==> config.mk <==
export PLATFORM = sky130hd
export DESIGN_NAME = tick_clock_gen
export DESIGN_NICKNAME = d
export VERILOG_FILES = /design/src/rtl/tick_clock_gen_pkg.sv /design/src/rtl/tick_channel.sv /design/src/rtl/tick_clock_gen.sv
export SDC_FILE = /design/constraint.sdc
export NUM_CORES = 1
export LEC_CHECK = 0
export CORE_ASPECT_RATIO = 0.5
export CORE_MARGIN = 1.5
export CORE_UTILIZATION = 40
export CTS_CLUSTER_SIZE = 14
export DETAILED_ROUTE_END_ITERATION = 10
export HOLD_SLACK_MARGIN = 0.12
export SETUP_SLACK_MARGIN = 0.1
export SKIP_CTS_REPAIR_TIMING = 1
export SYNTH_ARGS = -nofsm -noshare
export SYNTH_HDL_FRONTEND = slang
export SYNTH_HIERARCHICAL = 1
export SYNTH_SLANG_ARGS = --single-unit
==> constraint.sdc <==
create_clock -name clk -period 10.06 [get_ports clk]
set_clock_uncertainty 0.1 [all_clocks]
set_input_delay 2.012 -clock clk [delete_from_list [all_inputs] [get_ports clk]]
set_output_delay 2.012 -clock clk [all_outputs]
set_load 0.1 [all_outputs]
==> src/rtl/tick_clock_gen_pkg.sv <==
// Shared constants and helpers for the programmable multi-channel tick/clock divider.
package tick_clock_gen_pkg;

  localparam int DEF_DIV_DEFAULT = 100000;
  localparam int MIN_DIV         = 2;

  // Width of a channel index; never narrower than one bit so a single-channel build still has a port.
  function automatic int ch_w(input int n);
    return (n <= 1) ? 1 : $clog2(n);
  endfunction

endpackage

==> src/rtl/tick_channel.sv <==
// One divider channel: ratio register, phase counter, registered square wave and tick.
// With TICK_CLOCK_GEN_SYNC_EN defined a sync input restarts the phase of the channel.
module tick_channel
  import tick_clock_gen_pkg::*;
#(
  parameter int WIDTH   = 27,
  parameter int DEF_DIV = DEF_DIV_DEFAULT
) (
  input  logic             clk,
  input  logic             rst,
  input  logic             en,
  input  logic             load,
  input  logic [WIDTH-1:0] load_div,
`ifdef TICK_CLOCK_GEN_SYNC_EN
  input  logic             sync,
`endif
  output logic             clk_div,
  output logic             tick
);

  localparam logic [WIDTH-1:0] MIN_N   = WIDTH'(MIN_DIV);
  localparam logic [WIDTH-1:0] RESET_N = WIDTH'(DEF_DIV);

  logic [WIDTH-1:0] div_q, div_d;
  logic [WIDTH-1:0] cnt_q, cnt_d;
  logic [WIDTH-1:0] cnt_inc;
  logic             clk_div_d;
  logic             tick_d;
  logic             restart;

  assign cnt_inc = cnt_q + WIDTH'(1);

`ifdef TICK_CLOCK_GEN_SYNC_EN
  assign restart = sync && (div_q >= MIN_N);
`else
  assign restart = 1'b0;
`endif

  // Load wins over everything; terminal is cnt >= N-1 so a shrunk ratio cannot strand cnt.
  always_comb begin
    div_d     = div_q;
    cnt_d     = cnt_q;
    clk_div_d = clk_div;
    tick_d    = 1'b0;
    if (load) begin
      div_d     = load_div;
      cnt_d     = '0;
      clk_div_d = 1'b0;
    end else if (restart) begin
      cnt_d     = '0;
      clk_div_d = 1'b0;
    end else if (div_q < MIN_N) begin
      cnt_d     = '0;
      clk_div_d = 1'b0;
    end else if (en) begin
      if (cnt_q >= div_q - WIDTH'(1)) begin
        cnt_d     = '0;
        clk_div_d = 1'b0;
        tick_d    = 1'b1;
      end else begin
        cnt_d     = cnt_inc;
        clk_div_d = (cnt_inc >= (div_q >> 1));
      end
    end
  end

  always_ff @(posedge clk or posedge rst) begin
    if (rst) begin
      div_q   <= RESET_N;
      cnt_q   <= '0;
      clk_div <= 1'b0;
      tick    <= 1'b0;
    end else begin
      div_q   <= div_d;
      cnt_q   <= cnt_d;
      clk_div <= clk_div_d;
      tick    <= tick_d;
    end
  end

endmodule

==> src/rtl/tick_clock_gen.sv <==
// Multi-channel programmable clock divider producing per-channel square waves and ticks.
// Optional phase alignment of all channels is enabled by defining TICK_CLOCK_GEN_SYNC_EN.
module tick_clock_gen
  import tick_clock_gen_pkg::*;
#(
  parameter int NCH     = 4,
  parameter int WIDTH   = 27,
  parameter int DEF_DIV = DEF_DIV_DEFAULT
) (
  input  logic                   clk,
  input  logic                   rst,
  input  logic [NCH-1:0]         en,
  input  logic                   load,
  input  logic [ch_w(NCH)-1:0]   load_ch,
  input  logic [WIDTH-1:0]       load_div,
`ifdef TICK_CLOCK_GEN_SYNC_EN
  input  logic                   sync,
`endif
  output logic [NCH-1:0]         clk_div,
  output logic [NCH-1:0]         tick
);

  localparam int CHW = ch_w(NCH);

  // load is a single-cycle strobe with no back-pressure: it is always accepted on the
  // edge where it is high, and an index at or beyond NCH selects no channel at all.
  logic [NCH-1:0] load_sel;

  for (genvar i = 0; i < NCH; i++) begin : g_ch
    assign load_sel[i] = load && (load_ch == CHW'(i));

    tick_channel #(
      .WIDTH   (WIDTH),
      .DEF_DIV (DEF_DIV)
    ) u_ch (
      .clk      (clk),
      .rst      (rst),
      .en       (en[i]),
      .load     (load_sel[i]),
      .load_div (load_div),
`ifdef TICK_CLOCK_GEN_SYNC_EN
      .sync     (sync),
`endif
      .clk_div  (clk_div[i]),
      .tick     (tick[i])
    );
  end

endmodule
**Word level (Yosys, flattened, before mapping)**

Index checks and enable logic that the tools add are counted.

- Flip-flop bits (word level): 224
- Input bits: 36
- Output and inout bits: 8
- Word-level logic and storage cells: 96

- Add/sub/neg operators: 8
- $lt $le $gt $ge: 12
- Eq/ne operators: 3
- Mux-type cells: 48
- Reductions and logical operators: 9

Operator list:

| cell | count |
|---|---|
| 2-to-1 mux 27 bit | 16 |
| adder 27 x 1 -> 27 bit, second input constant | 4 |
| greater-or-equal comparator 27 x 26 -> 1 bit | 4 |
| greater-or-equal comparator 27 bit | 4 |
| less-than comparator 27 x 2 -> 1 bit, second input constant | 4 |
| subtractor 27 x 1 -> 27 bit, second input constant | 4 |
| 2-to-1 mux 1 bit | 32 |
| nonzero test 3 bit | 4 |
| equality test 2 bit, second input constant | 2 |
| logical AND 1 bit | 4 |
| equality test 2 x 1 -> 1 bit, second input constant | 1 |
| zero test 2 bit | 1 |

**Longest topological paths before layout**

- Depth in word-level cells: 6
- Gate-level depth with buffers: 16
- Depth with buffers taken out: 15

**Modules after synthesis**

Netlist, hierarchy kept.

By module, submodules not included:

| module | times used | cells an instance | area an instance (sq um) | seq. area each (sq um) |
|---|---|---|---|---|
| tick_channel at g_ch[0].u_ch ... | 2 | 494 | 4341.7 | 1408.9 |
| tick_channel at g_ch[3].u_ch | 1 | 479 | 4354.2 | 1408.9 |
| tick_channel at g_ch[1].u_ch | 1 | 486 | 4352.9 | 1408.9 |
| tick_clock_gen | 1 | 4 | 37.5 | 0.0 |

**Worst setup path after synthesis**

No wires, ideal clock.

- Kind: flip-flop to flip-flop
- Start point: reg g_ch[3].u_ch.div_q[3]
- End point: reg g_ch[3].u_ch.cnt_q[15]
- Library setup time: 69 ps
- Arrival: 3618 ps
- Required time: 9891 ps
- Path slack: 6274 ps
- Cell stages (with the launch flop): 15
- Buffers on the path: 1
- Period minus slack after synthesis: 3786 ps
- Path through: dfrtp_1 nor4_4 nand4_1 or2_2 or3_4 nor4_4 xnor2_1 ha_1 a211oi_1 o21ai_0 a211oi_1 o21ai_0 nor2_1 clkbuf_1 a32o_1

- Longest elaborated chain between the ends: 6
- Elaborated cells between the ends (all ways): 8
- Classes of those cells: add/sub (1); order compare (2); mux (4); reduce/logical (1)

Ends and longest elaborated chain:

| what | line | text |
|---|---|---|
| start: declaration | tick_channel.sv:24 | `logic [WIDTH-1:0] div_q, div_d;` |
| start signal: assignment | tick_channel.sv:74 | `div_q <= div_d;` |
| subtractor 27 x 1 -> 27 bit | tick_channel.sv:56 | `if (cnt_q >= div_q - WIDTH'(1)) begin` |
| greater-or-equal comparator 27 bit | tick_channel.sv:56 |  |
| 2-to-1 mux 27 bit | tick_channel.sv:56 |  |
| 2-to-1 mux 27 bit | tick_channel.sv:55 | `end else if (en) begin` |
| 2-to-1 mux 27 bit | tick_channel.sv:52 | `end else if (div_q < MIN_N) begin` |
| 2-to-1 mux 27 bit | tick_channel.sv:45 | `if (load) begin` |
| end signal: assignment | tick_channel.sv:75 | `cnt_q <= cnt_d;` |
| end: declaration | tick_channel.sv:25 | `logic [WIDTH-1:0] cnt_q, cnt_d;` |

Several ways; a longest one is shown, not always the timed one. The select of a mux whose other input is x is not followed.
A chain may end at the register's enable or synchronous reset.

**Final worst setup path**

- Start point: reg g_ch[2].u_ch.div_q[10]
- End point: reg g_ch[2].u_ch.cnt_q[21]

- Longest elaborated chain between the ends: 6
- Elaborated cells between the ends (all ways): 8
- Classes of those cells: add/sub (1); order compare (2); mux (4); reduce/logical (1)

Ends and longest elaborated chain:

| what | line |
|---|---|
| start: declaration | tick_channel.sv:24 |
| start signal: assignment | tick_channel.sv:74 |
| subtractor 27 x 1 -> 27 bit | tick_channel.sv:56 |
| greater-or-equal comparator 27 bit | tick_channel.sv:56 |
| 2-to-1 mux 27 bit | tick_channel.sv:56 |
| 2-to-1 mux 27 bit | tick_channel.sv:55 |
| 2-to-1 mux 27 bit | tick_channel.sv:52 |
| 2-to-1 mux 27 bit | tick_channel.sv:45 |
| end signal: assignment | tick_channel.sv:75 |
| end: declaration | tick_channel.sv:25 |

Several ways; a longest one is shown, not always the timed one. The select of a mux whose other input is x is not followed.

==> results.toml <==
[status]
status = "complete, no violations"

[die]
die_w_um = 298
dieArea_um2 = 44900
dieHeight_um = 151
core_um2 = 42400
initial_core_util_pct = 41.1
fp-row-count = 53
ios = 44

[critical_path]
crit_path_end_kind = "flip-flop"
critPathKind = "reg -> reg"
critical_path_required_ps = 10390
cp_max_fo = 13
reg2reg_depth = 14
start_kind = "flip-flop"
arrival_ps = 5190

[global_routing]
gr-total-overflow = 0
grt_max_degree = 58
gr-usage-all-layers_pct = 21.9
grt_pass1_vias = 14091
antenna_found_initial = 1
grt_pass1_wl_mm = 77.7

[route]
dr.pass1.iters = 5
ant_nets = 0
drc_errors = 0
finalWirelength_mm = 48.7
via_per_inst = 5.65
avgRoutedWirePerCell_um = 18.9
drtIter0Drc = 1156
vias = 14576

[sta]
hold_viol = 0
fmax_ghz = 0.206
rsz0062_at_grt = "no"
slew_viol_final = 0
max_slew_margin_pct = 27.4
fin_ws_ps = 5200
fin_crit_ps = 4860
period_share_pct = 48.3
hold-worst-slack_ps = 409
worst_pin_slew_ps = 1080
setup_tns_ps = 0
setup_viol = 0

[clock_tree]
clk_pin_slew_ps = 80
cts-root-buf = "clkbuf_16"
h-tree-depth = 1
numCtsBuffers = 25
cts_tree = "done"
insertion_delay_ps = 570
clock_sinks = 224
clock_path_buffers = 3

[synthesis]
synth_top_family_by_area = "simple AND/OR/NAND/NOR gates"
synthesis.area_um2 = 17400
synth_fp_nets = 2213
synthMuxAreaShare_pct = 0.194
synth-seq-cells = 224
ys_warn_count = 6
yosys.area_share.simple_pct = 21.4
synthFlopType = "dfrtp_1"
synth_fa_ha_area_share_pct = 15.8
synth_compound_area_share_pct = 16.0
avgSynthCellArea_um2 = 8.91
synthCells = 1957
synthXorXnorAreaFrac_pct = 9.75
synth.distinct_cells = 82
synth_edf_count = 0
yosysSeqAreaShare_pct = 32.3
synthArstFlopShare_pct = 100

[min_path]
hold_path.class = "reg -> reg"
min_path_cells = 1

[place]
place_ws_ps = 5160
gp_congestion = 0.889
hpwl_mm = 38.0
dp_cells = 2532
port_buffers = 43

[finish]
layout_commonest_cell = "nand2_1"
n_antenna_cell = 0
final_cell_mix = "nand2_1 (235), ha_1 (220), dfrtp_1 (200)"
postLayoutCoreUtil_pct = 45.4
drive_above_1_share_pct = 8.10
area_growth_pct = 10.6
num-fill-cells = 4192
final_cells = 2578
final_nets = 2238

[pwr]
p_per_area_nw_per_um2 = 148
ir_worst_vdd_mv = 0.115
power_leakage_nw = 8.50

[flow_run]
max_cap_viol_count = 0
-- routing by layer --
layer	share of wire (%)	vias to the layer above	GRT usage, %	wire (um)
met5	0	-	0	0
met4	2.9	0	6.32	1420
met3	5.5	93	3.80	2660
met2	43	330	34.3	20800
met1	49	6952	30.9	23900
li1	-	7201	-	-
-- registers in the layout, indices dropped and copies added, names as in the netlist --
| register | count |
|---|---|
| g_ch.u_ch/clk_div | 4 |
| g_ch.u_ch/cnt_q | 108 |
| g_ch.u_ch/div_q | 108 |
| g_ch.u_ch/tick | 4 |
-- metrics by stage --
step | total power [mW] | area (um^2)
6_report | 2.85 | 19300
3_3_place_gp | 1.87 | 18400
3_5_place_dp | 1.88 | 18400
2_1_floorplan | 1.65 | 17400
5_1_grt | 3.02 | 19300
4_1_cts | 2.87 | 19300
-- kinds of logic after synthesis --
kind of cell,count (synthesis)
compound gates,411
mux,3
xor+xnor,194
flops,224
simple gates,711
buf+inv,194
fa+ha+maj,220
-- where the power goes --
group          total [mW]  internal (mW)  leakage, nW  switching, mW
Sequential           1.14           1.01         2.89          0.132
Combinational       0.736          0.296         5.20          0.440
Clock               0.975          0.553        0.410          0.422
-- worst paths after layout --
check                           slack, ps                               start                                  to
max in group asynchronous            7240                                 rst   g_ch[0].u_ch/cnt_q[0]$_DFFE_PP0P_
worst min register to register        410    g_ch[0].u_ch/clk_div$_DFFE_PP0P_    g_ch[0].u_ch/clk_div$_DFFE_PP0P_
worst min-delay path                  410    g_ch[0].u_ch/clk_div$_DFFE_PP0P_    g_ch[0].u_ch/clk_div$_DFFE_PP0P_
worst max register to register       5200  g_ch[2].u_ch/div_q[10]$_DFFE_PP1P_  g_ch[2].u_ch/cnt_q[21]$_DFFE_PP0P_
worst max-delay path                 5200  g_ch[2].u_ch/div_q[10]$_DFFE_PP1P_  g_ch[2].u_ch/cnt_q[21]$_DFFE_PP0P_
min in group asynchronous            2070                                 rst  g_ch[2].u_ch/div_q[25]$_DFFE_PP0P_
-- final cells by class --
class / instances / area, um^2 / share of cell area (%)
Sequential cell: 224 / 5640 / 29.2
Multi-Input combinational cell: 1539 / 11000 / 57.2
Inverter: 134 / 503 / 2.61
Tap cell: 577 / 722 / 3.74
Clock inverter: 16 / 181 / 0.941
Timing Repair Buffer: 58 / 543 / 2.82
Clock buffer: 30 / 664 / 3.45
-- Yosys cell counts (all sizes together) (2+ instances only) --
cell type | instances | area share [%]
nor3b | 2 | 0.11
nand4 | 77 | 2.8
and3b | 2 | 0.10
xnor2 | 161 | 8.1
mux2 | 3 | 0.19
a221o | 11 | 0.63
clkbuf | 42 | 0.91
nand3 | 84 | 2.5
nor2 | 99 | 2.2
o41ai | 3 | 0.15
o31ai | 6 | 0.26
a211o | 5 | 0.25
ha | 220 | 16
a2111o | 2 | 0.13
o21ai | 154 | 4.4
or3 | 10 | 0.39
a211oi | 16 | 0.69
a21o | 31 | 1.3
o211ai | 5 | 0.29
and3 | 20 | 0.75
nor4 | 57 | 2.7
inv | 134 | 2.9
a22o | 36 | 1.8
dfrtp | 200 | 29
o21a | 7 | 0.30
o21bai | 2 | 0.086
or2 | 12 | 0.43
a21oi | 64 | 1.9
a41oi | 2 | 0.14
a221oi | 2 | 0.10
a32o | 33 | 1.9
nor3 | 56 | 1.8
nand2b | 13 | 0.47
a21boi | 2 | 0.086
xor2 | 33 | 1.7
a31oi | 7 | 0.29
nor2b | 8 | 0.29
and2 | 6 | 0.22
buf | 18 | 0.73
or4 | 15 | 0.75
dfstp | 24 | 3.6
nand2 | 238 | 5.2
and4 | 10 | 0.50
o221ai | 2 | 0.10
a2111oi | 12 | 0.60
-- worst max-delay path, cell delays in order (launching register included) --
cell	delay, ps
dfstp_2	400
or4_1	590
nor3_1	270
nand4_1	290
nor2_1	240
nand2_1	90
xnor2_1	130
ha_1	290
nand4_1	140
nor4_1	420
nand2_1	90
o21ai_1	750
nor3_2	300
buf_4	290
a221o_1	330
Note: power is estimated with default switching activity, not from simulation.
